<file path="src/rtl/conv1_tile_scheduler.sv">
// Tile scheduler for the conv1 im2col GEMM on an SA_N x SA_N systolic array.
// Walks n/m/k tiles and issues LOAD_W, LOAD_X, COMPUTE and WRITEBACK commands over a valid/ready bus.
module conv1_tile_scheduler #(
    parameter int M    = 3136,
    parameter int K    = 363,
    parameter int N    = 96,
    parameter int SA_N = 64,
    parameter int MW   = $clog2(M + 1),
    parameter int KW   = $clog2(K + 1),
    parameter int NW   = $clog2(N + 1)
) (
    input  logic          CLK,
    input  logic          nRST,
    input  logic          start,
    output logic          busy,
    output logic          done,
    output logic          cmd_valid,
    input  logic          cmd_ready,
    output logic [1:0]    cmd_op,
    output logic [MW-1:0] cmd_m_base,
    output logic [KW-1:0] cmd_k_base,
    output logic [NW-1:0] cmd_n_base,
    output logic [MW-1:0] cmd_rows,
    output logic [KW-1:0] cmd_depth,
    output logic [NW-1:0] cmd_cols,
    output logic          cmd_acc_clear,
    input  logic          op_done
);

    typedef enum logic [1:0] {IDLE, ISSUE, WAIT, FIN} state_t;
    typedef enum logic [1:0] {
        OP_LOAD_W    = 2'd0,
        OP_LOAD_X    = 2'd1,
        OP_COMPUTE   = 2'd2,
        OP_WRITEBACK = 2'd3
    } op_t;

    localparam logic [MW-1:0] M_L  = MW'(M);
    localparam logic [KW-1:0] K_L  = KW'(K);
    localparam logic [NW-1:0] N_L  = NW'(N);
    localparam logic [MW-1:0] SA_M = MW'(SA_N);
    localparam logic [KW-1:0] SA_K = KW'(SA_N);
    localparam logic [NW-1:0] SA_C = NW'(SA_N);

    state_t        state, state_nxt;
    op_t           op, op_nxt;
    logic [MW-1:0] m_base, m_base_nxt;
    logic [KW-1:0] k_base, k_base_nxt;
    logic [NW-1:0] n_base, n_base_nxt;
    logic          m_last, k_last, n_last;
    logic [MW-1:0] m_rem, rows_raw;
    logic [KW-1:0] k_rem, depth_raw;
    logic [NW-1:0] n_rem, cols_raw;

    // Compared in int so the step past the last tile cannot wrap the narrow counters.
    assign m_last = (int'(m_base) + SA_N) >= M;
    assign k_last = (int'(k_base) + SA_N) >= K;
    assign n_last = (int'(n_base) + SA_N) >= N;

    assign m_rem     = M_L - m_base;
    assign k_rem     = K_L - k_base;
    assign n_rem     = N_L - n_base;
    assign rows_raw  = (m_rem < SA_M) ? m_rem : SA_M;
    assign depth_raw = (k_rem < SA_K) ? k_rem : SA_K;
    assign cols_raw  = (n_rem < SA_C) ? n_rem : SA_C;

    always_ff @(posedge CLK or negedge nRST) begin
        if (!nRST) begin
            state  <= IDLE;
            op     <= OP_LOAD_W;
            m_base <= '0;
            k_base <= '0;
            n_base <= '0;
        end else begin
            // NOTE: non-blocking assignments so every register samples the pre-edge values.
            state  <= state_nxt;
            op     <= op_nxt;
            m_base <= m_base_nxt;
            k_base <= k_base_nxt;
            n_base <= n_base_nxt;
        end
    end

    always_comb begin
        // NOTE: hold-current defaults first so no path leaves a signal unassigned (no latches).
        state_nxt  = state;
        op_nxt     = op;
        m_base_nxt = m_base;
        k_base_nxt = k_base;
        n_base_nxt = n_base;
        unique case (state)
            IDLE:  if (start) state_nxt = ISSUE;
            ISSUE: if (cmd_ready) state_nxt = WAIT;
            WAIT: begin
                if (op_done) begin
                    state_nxt = ISSUE;
                    unique case (op)
                        OP_LOAD_W: op_nxt = OP_LOAD_X;
                        OP_LOAD_X: op_nxt = OP_COMPUTE;
                        OP_COMPUTE: begin
                            if (k_last) begin
                                op_nxt = OP_WRITEBACK;
                            end else begin
                                op_nxt     = OP_LOAD_W;
                                k_base_nxt = k_base + SA_K;
                            end
                        end
                        OP_WRITEBACK: begin
                            op_nxt     = OP_LOAD_W;
                            k_base_nxt = '0;
                            if (!m_last) begin
                                m_base_nxt = m_base + SA_M;
                            end else begin
                                m_base_nxt = '0;
                                if (!n_last) begin
                                    n_base_nxt = n_base + SA_C;
                                end else begin
                                    n_base_nxt = '0;
                                    state_nxt  = FIN;
                                end
                            end
                        end
                    endcase
                end
            end
            FIN:   state_nxt = IDLE;
        endcase
    end

    assign busy          = (state == ISSUE) || (state == WAIT);
    assign done          = (state == FIN);
    assign cmd_valid     = (state == ISSUE);
    assign cmd_op        = op;
    assign cmd_m_base    = m_base;
    assign cmd_k_base    = k_base;
    assign cmd_n_base    = n_base;
    // Extents read zero outside a layer so idle outputs match the reset values.
    assign cmd_rows      = busy ? rows_raw : '0;
    assign cmd_depth     = busy ? depth_raw : '0;
    assign cmd_cols      = busy ? cols_raw : '0;
    assign cmd_acc_clear = busy && (op == OP_COMPUTE) && (k_base == '0);

endmodule

</file>
<file path="config.mk">
export PLATFORM = sky130hd
export DESIGN_NAME = conv1_tile_scheduler
export DESIGN_NICKNAME = d
export VERILOG_FILES = /design/src/rtl/conv1_tile_scheduler.sv
export SDC_FILE = /design/constraint.sdc
export NUM_CORES = 1
export LEC_CHECK = 0
export ABC_AREA = 1
export BUFFER_PORTS_ARGS = -buffer_cell sky130_fd_sc_hd__buf_2
export CORE_MARGIN = 2
export CORE_UTILIZATION = 39
export CTS_BUF_LIST = sky130_fd_sc_hd__clkbuf_4
export DETAILED_ROUTE_END_ITERATION = 10
export PLACE_DENSITY_LB_ADDON = 0.15
export SYNTH_ARGS = -nofsm -noshare
export SYNTH_HDL_FRONTEND = slang
export SYNTH_SLANG_ARGS = --single-unit
</file>
<file path="constraint.sdc">
create_clock -name CLK -period 1.68 [get_ports CLK]
set_input_delay 0.336 -clock CLK [delete_from_list [all_inputs] [get_ports CLK]]
set_output_delay 0.336 -clock CLK [all_outputs]
set_load 0.1 [all_outputs]
</file>
# ---- Yosys cells after proc, flatten, opt, wreduce, memory -nomap -nowiden
# Cells that the tools add are included.
dict set report word_totals {
  regBits 32
  inputBits 5
  output_inout_bits 62
  wordCells 61
}
dict set report classes {
  add_sub_neg 9
  n_lt_le_gt_ge 6
  n_eq_ne 10
  mux 19
  reduce_logical 12
}
# op n
set ops {}
lappend ops {{12-bit two-way mux} 3}
lappend ops {{9-bit two-way mux} 3}
lappend ops {{7-bit two-way mux} 3}
lappend ops {{9-bit case mux with 2 select lines} 1}
lappend ops {{2-bit case mux with 4 select lines} 2}
lappend ops {{2-bit two-way mux} 7}
lappend ops {{12-bit by 7-bit adder with 13-bit output, second input constant} 1}
lappend ops {{13-bit by 12-bit >= comparator with 1-bit output, second input constant} 1}
lappend ops {{12-bit by 7-bit adder with 12-bit output, second input constant} 1}
lappend ops {{12-bit by 7-bit less-than comparator with 1-bit output, second input constant} 1}
lappend ops {{12-bit subtractor, first input constant} 1}
lappend ops {{9-bit by 7-bit adder with 10-bit output, second input constant} 1}
lappend ops {{10-bit by 9-bit >= comparator with 1-bit output, second input constant} 1}
lappend ops {{9-bit by 7-bit adder with 9-bit output, second input constant} 1}
lappend ops {{9-bit zero test} 1}
lappend ops {{9-bit by 7-bit less-than comparator with 1-bit output, second input constant} 1}
lappend ops {{9-bit subtractor, first input constant} 1}
lappend ops {{7-bit by 7-bit adder with 8-bit output, second input constant} 1}
lappend ops {{2-bit equality test, second input constant} 4}
lappend ops {{8-bit by 7-bit >= comparator with 1-bit output, second input constant} 1}
lappend ops {{4-bit AND reduction} 2}
lappend ops {{7-bit adder, second input constant} 1}
lappend ops {{7-bit less-than comparator, second input constant} 1}
lappend ops {{7-bit subtractor, first input constant} 1}
lappend ops {{9 further kinds} 15}

# ---- Depth between registers and ports, before layout
dict set report depth {
  ltp_word 7
  mapped_depth 11
  ltp_nobuf 11
}

# ---- Worst setup path after synthesis
# Ideal clock, no wire load.
dict set report synth_path {
  path_type {register to output}
  startpoint {register m_base[7], in the netlist cmd_m_base[7]}
  endpoint {output cmd_rows[7]}
  arrival_time_ns 3.870
  required_ns 1.344
  slack_ns -2.526
  path_stages_with_launch 8
  n_path_buf 0
  cell_sequence {dfrtp_1 -> inv_1 -> ha_1 -> o21ai_0 -> nand2_1 -> nand2_1 -> nand2_1 -> nor3_1}
}
dict set report synth_via {
  elab_chain_len 4
}
# item line
set synth_rtl {}
lappend synth_rtl {{start: declaration} 47} ;# logic [MW-1:0] m_base, m_base_nxt;
lappend synth_rtl {{start signal: assignment} 78} ;# m_base <= m_base_nxt;
lappend synth_rtl {{12-bit subtractor *} 60} ;# assign m_rem = M_L - m_base;
lappend synth_rtl {{12-bit by 7-bit less-than comparator with 1-bit output} 63} ;# assign rows_raw = (m_rem < SA_M) ? m_rem : SA_M;
lappend synth_rtl {{12-bit two-way mux *} 63}
lappend synth_rtl {{12-bit two-way mux *} 138} ;# assign cmd_rows = busy ? rows_raw : '0;
lappend synth_rtl {{end: declaration} 23} ;# output logic [MW-1:0] cmd_rows,
# Every way passes the cells marked *; elsewhere a longest branch is shown, timed or not.

# ---- Final worst setup path
dict set report layout_path {
  startpoint {register k_base[6], in the netlist cmd_k_base[6]}
  endpoint {output cmd_depth[0]}
}
dict set report layout_via {
  elab_chain_len 4
}
# item line
set layout_rtl {}
lappend layout_rtl {{start: declaration} 48} ;# logic [KW-1:0] k_base, k_base_nxt;
lappend layout_rtl {{start signal: assignment} 79} ;# k_base <= k_base_nxt;
lappend layout_rtl {{9-bit subtractor} 61} ;# assign k_rem = K_L - k_base;
lappend layout_rtl {{9-bit by 7-bit less-than comparator with 1-bit output} 64} ;# assign depth_raw = (k_rem < SA_K) ? k_rem : SA_K;
lappend layout_rtl {{9-bit two-way mux} 64}
lappend layout_rtl {{9-bit two-way mux} 139} ;# assign cmd_depth = busy ? depth_raw : '0;
lappend layout_rtl {{end: declaration} 24} ;# output logic [KW-1:0] cmd_depth,
# Every way passes these cells.

==> flow_metrics.tcl <==
set metrics [dict create \
    postSynthAreaPerCell_um2 7.56 \
    synth_area_mm2 0.00138 \
    grt_pass1_vias 1248 \
    core_mm2 0.00336 \
    grt_pass1_wl_um 5600 \
    grt_overflow 0 \
    fin_skew_ns 0.00661 \
    synth.distinct_cells 26 \
    setup_viol 14 \
    grt_setup_unrepaired "true" \
    route.met2.wl_um 2030 \
    finalCriticalPeriod_ns 2.18 \
    period_share 1.30 \
    firstDrtPassIters 4 \
    status "finished with violations" \
    ant_nets 0 \
    slew_viol_final 0 \
    crit_fanout 4 \
    wire_per_inst_um 13.4 \
    die_w_um 63.4 \
    cts-root-buf "clkbuf_4" \
    grt_use_total 0.175 \
    vias 1337 \
    die_area_mm2 0.00402 \
    drc_errors 0 \
    final_nets 267 \
    netlist.area_leader.share 0.255 \
    dp_hpwl_um 2450 \
    layout_setup_ws_ns -0.501 \
    start_util 0.409 \
    fmax_mhz 459 \
    wl_met1_um 1580 \
    drv_cap 0 \
    crit_type "reg -> out" \
    ys.flop_type "dfrtp_1" \
    yosys-top-cells-area "dfrtp_1 (25%), buf_4 (22%), ha_1 (12%)" \
    place_ws_ns -0.234 \
    antenna_cells 0 \
    gp_congestion 0.848 \
    yosys-top-cells-count "buf_4 (41), inv_1 (28), nand2_1 (25)" \
    drive_above_1_share 0.573 \
    critPathArrivalTime_ns 1.84 \
    clock_latency_ns 0.28 \
    antenna_found_initial 0 \
    area_growth_pct 69.5 \
    ys_seq_area_frac 0.255 \
    violations "setup timing" \
    cts_tree "done" \
    min_path_type "in -> async" \
    synth_edf_count 0 \
    wl_met3_um 255 \
    syn_inst 182 \
    htreeDepth 1 \
    via_per_inst 4.55 \
    crit_required_ns 1.34 \
    ios 67 \
    finalHoldViolCount 0 \
    clockBufferDepth 2 \
    ys_seq_elements 14 \
    clk_pin_slew_ns 0.10 \
    portBuffers 29 \
    wl_um 3950 \
    critical_path.endpoint_type "output pin" \
    grt_max_degree 15 \
    die_y_um 63.4 \
    async_reset_ff_frac 1.00 \
    yosys_warnings 0 \
    cp-start-kind "flip-flop" \
    top_layer "met4" \
    yosysMostFrequentCell "buf_4" \
    synth_top_cell_by_area "dfrtp_1" \
    cts_made_buffers 3 \
    core.rowCount 21 \
    clock_sinks 14 \
    drt-initial-drc-count 49 \
]
cells by family (layout without fill, tap and decap cells):
kind of cell | after synthesis | in the layout | synth area share
flip-flops | 14 | 14 | 0.255
XOR/XNOR | 2 | 2 | 0.0127
AO/OA/AOI/OAI | 25 | 25 | 0.105
buffers and inverters | 71 | 101 | 0.305
AND/OR/NAND/NOR | 56 | 56 | 0.202
other | 1 | 37 | 0.00272
adder cells (fa/ha/maj) | 13 | 13 | 0.118
metal layers:
layer,global-route usage,vias up
li1,-,640
met1,0.210,631
met2,0.305,60
met3,0.0321,6
met4,0.0707,0
met5,0,-
repair_timing:
item,4_1_cts,5_1_grt
resized for setup,37,32
endpoints found under the setup margin,14,27
hold buffers,1,0
cloned,0,1
pin swaps,15,17
buffers inserted,13,7
hold endpoints to repair,14,0
worst max-delay path, stage by stage, from the launching register on:
cell and delay (ns):
dfrtp_4 0.52, inv_4 0.08, ha_4 0.14, nor2_4 0.05
a21oi_2 0.11, o211ai_1 0.16, nor2_4 0.29, buf_12 0.21
cell type report:
class / count / area, µm²
Clock buffer: 3 / 22.5
Clock inverter: 1 / 3.75
Fill cell: 260 / 1030
Inverter: 30 / 139
Multi-Input combinational cell: 133 / 1040
Sequential cell: 14 / 374
Tap cell: 46 / 57.6
Timing Repair Buffer: 67 / 701
layout by cell type, fill, tap and decap left out, drive strengths merged:
master / Yosys / final
o211ai: 1 / 1
ha: 13 / 13
o22ai: 7 / 7
clkbuf: 0 / 5
a21oi: 6 / 6
clkinv: 1 / 1
o21ai: 11 / 11
nor2: 10 / 10
xor2: 1 / 1
clkinvlp: 0 / 3
nand4: 2 / 2
dfrtp: 14 / 14
conb: 1 / 37
inv: 29 / 27
nand3: 11 / 11
nand2: 28 / 28
nor3: 3 / 3
buf: 41 / 64
xnor2: 1 / 1
dlygate4sd3: 0 / 1
nor4: 2 / 2
registers in the layout, indices dropped and copies added (netlist names):
signal	cells
cmd_k_base	3
cmd_m_base	6
cmd_n_base	1
cmd_op	2
state	2
stage by stage:
stage | hold slack [ns] | utilization | setup TNS (ns) | instance area [µm²] | std cells
after floorplan | 0.0404 | - | -6.30 | 1670 | 218
after global placement | 0.261 | 0.563 | -1.13 | 1890 | 273
after detailed placement | 0.261 | 0.563 | -1.27 | 1890 | 273
after CTS | 0.479 | 0.639 | -3.78 | 2150 | 289
after global routing | 0.498 | 0.694 | -5.87 | 2330 | 294
final | 0.476 | 0.694 | -4.35 | 2330 | 294
path summary, 6_finish.rpt:
check	startpoint	endpoint	slack [ns]	depth (start not counted)
worst max register to register	cmd_m_base[6]	cmd_n_base[6]	-0.05	9
max in group asynchronous	nRST	cmd_k_base[6]	0.91	2
worst max-delay path	cmd_k_base[6]	cmd_depth[0]	-0.50	7
worst min-delay path	nRST	cmd_m_base[10]	0.48	2
worst min register to register	cmd_op[0]	cmd_op[0]	0.58	3
min in group CLK	op_done	cmd_op[1]	0.49	5
Power is not shown: default switching activity piles up to over one toggle a cycle in this logic, so the estimate is an artifact.
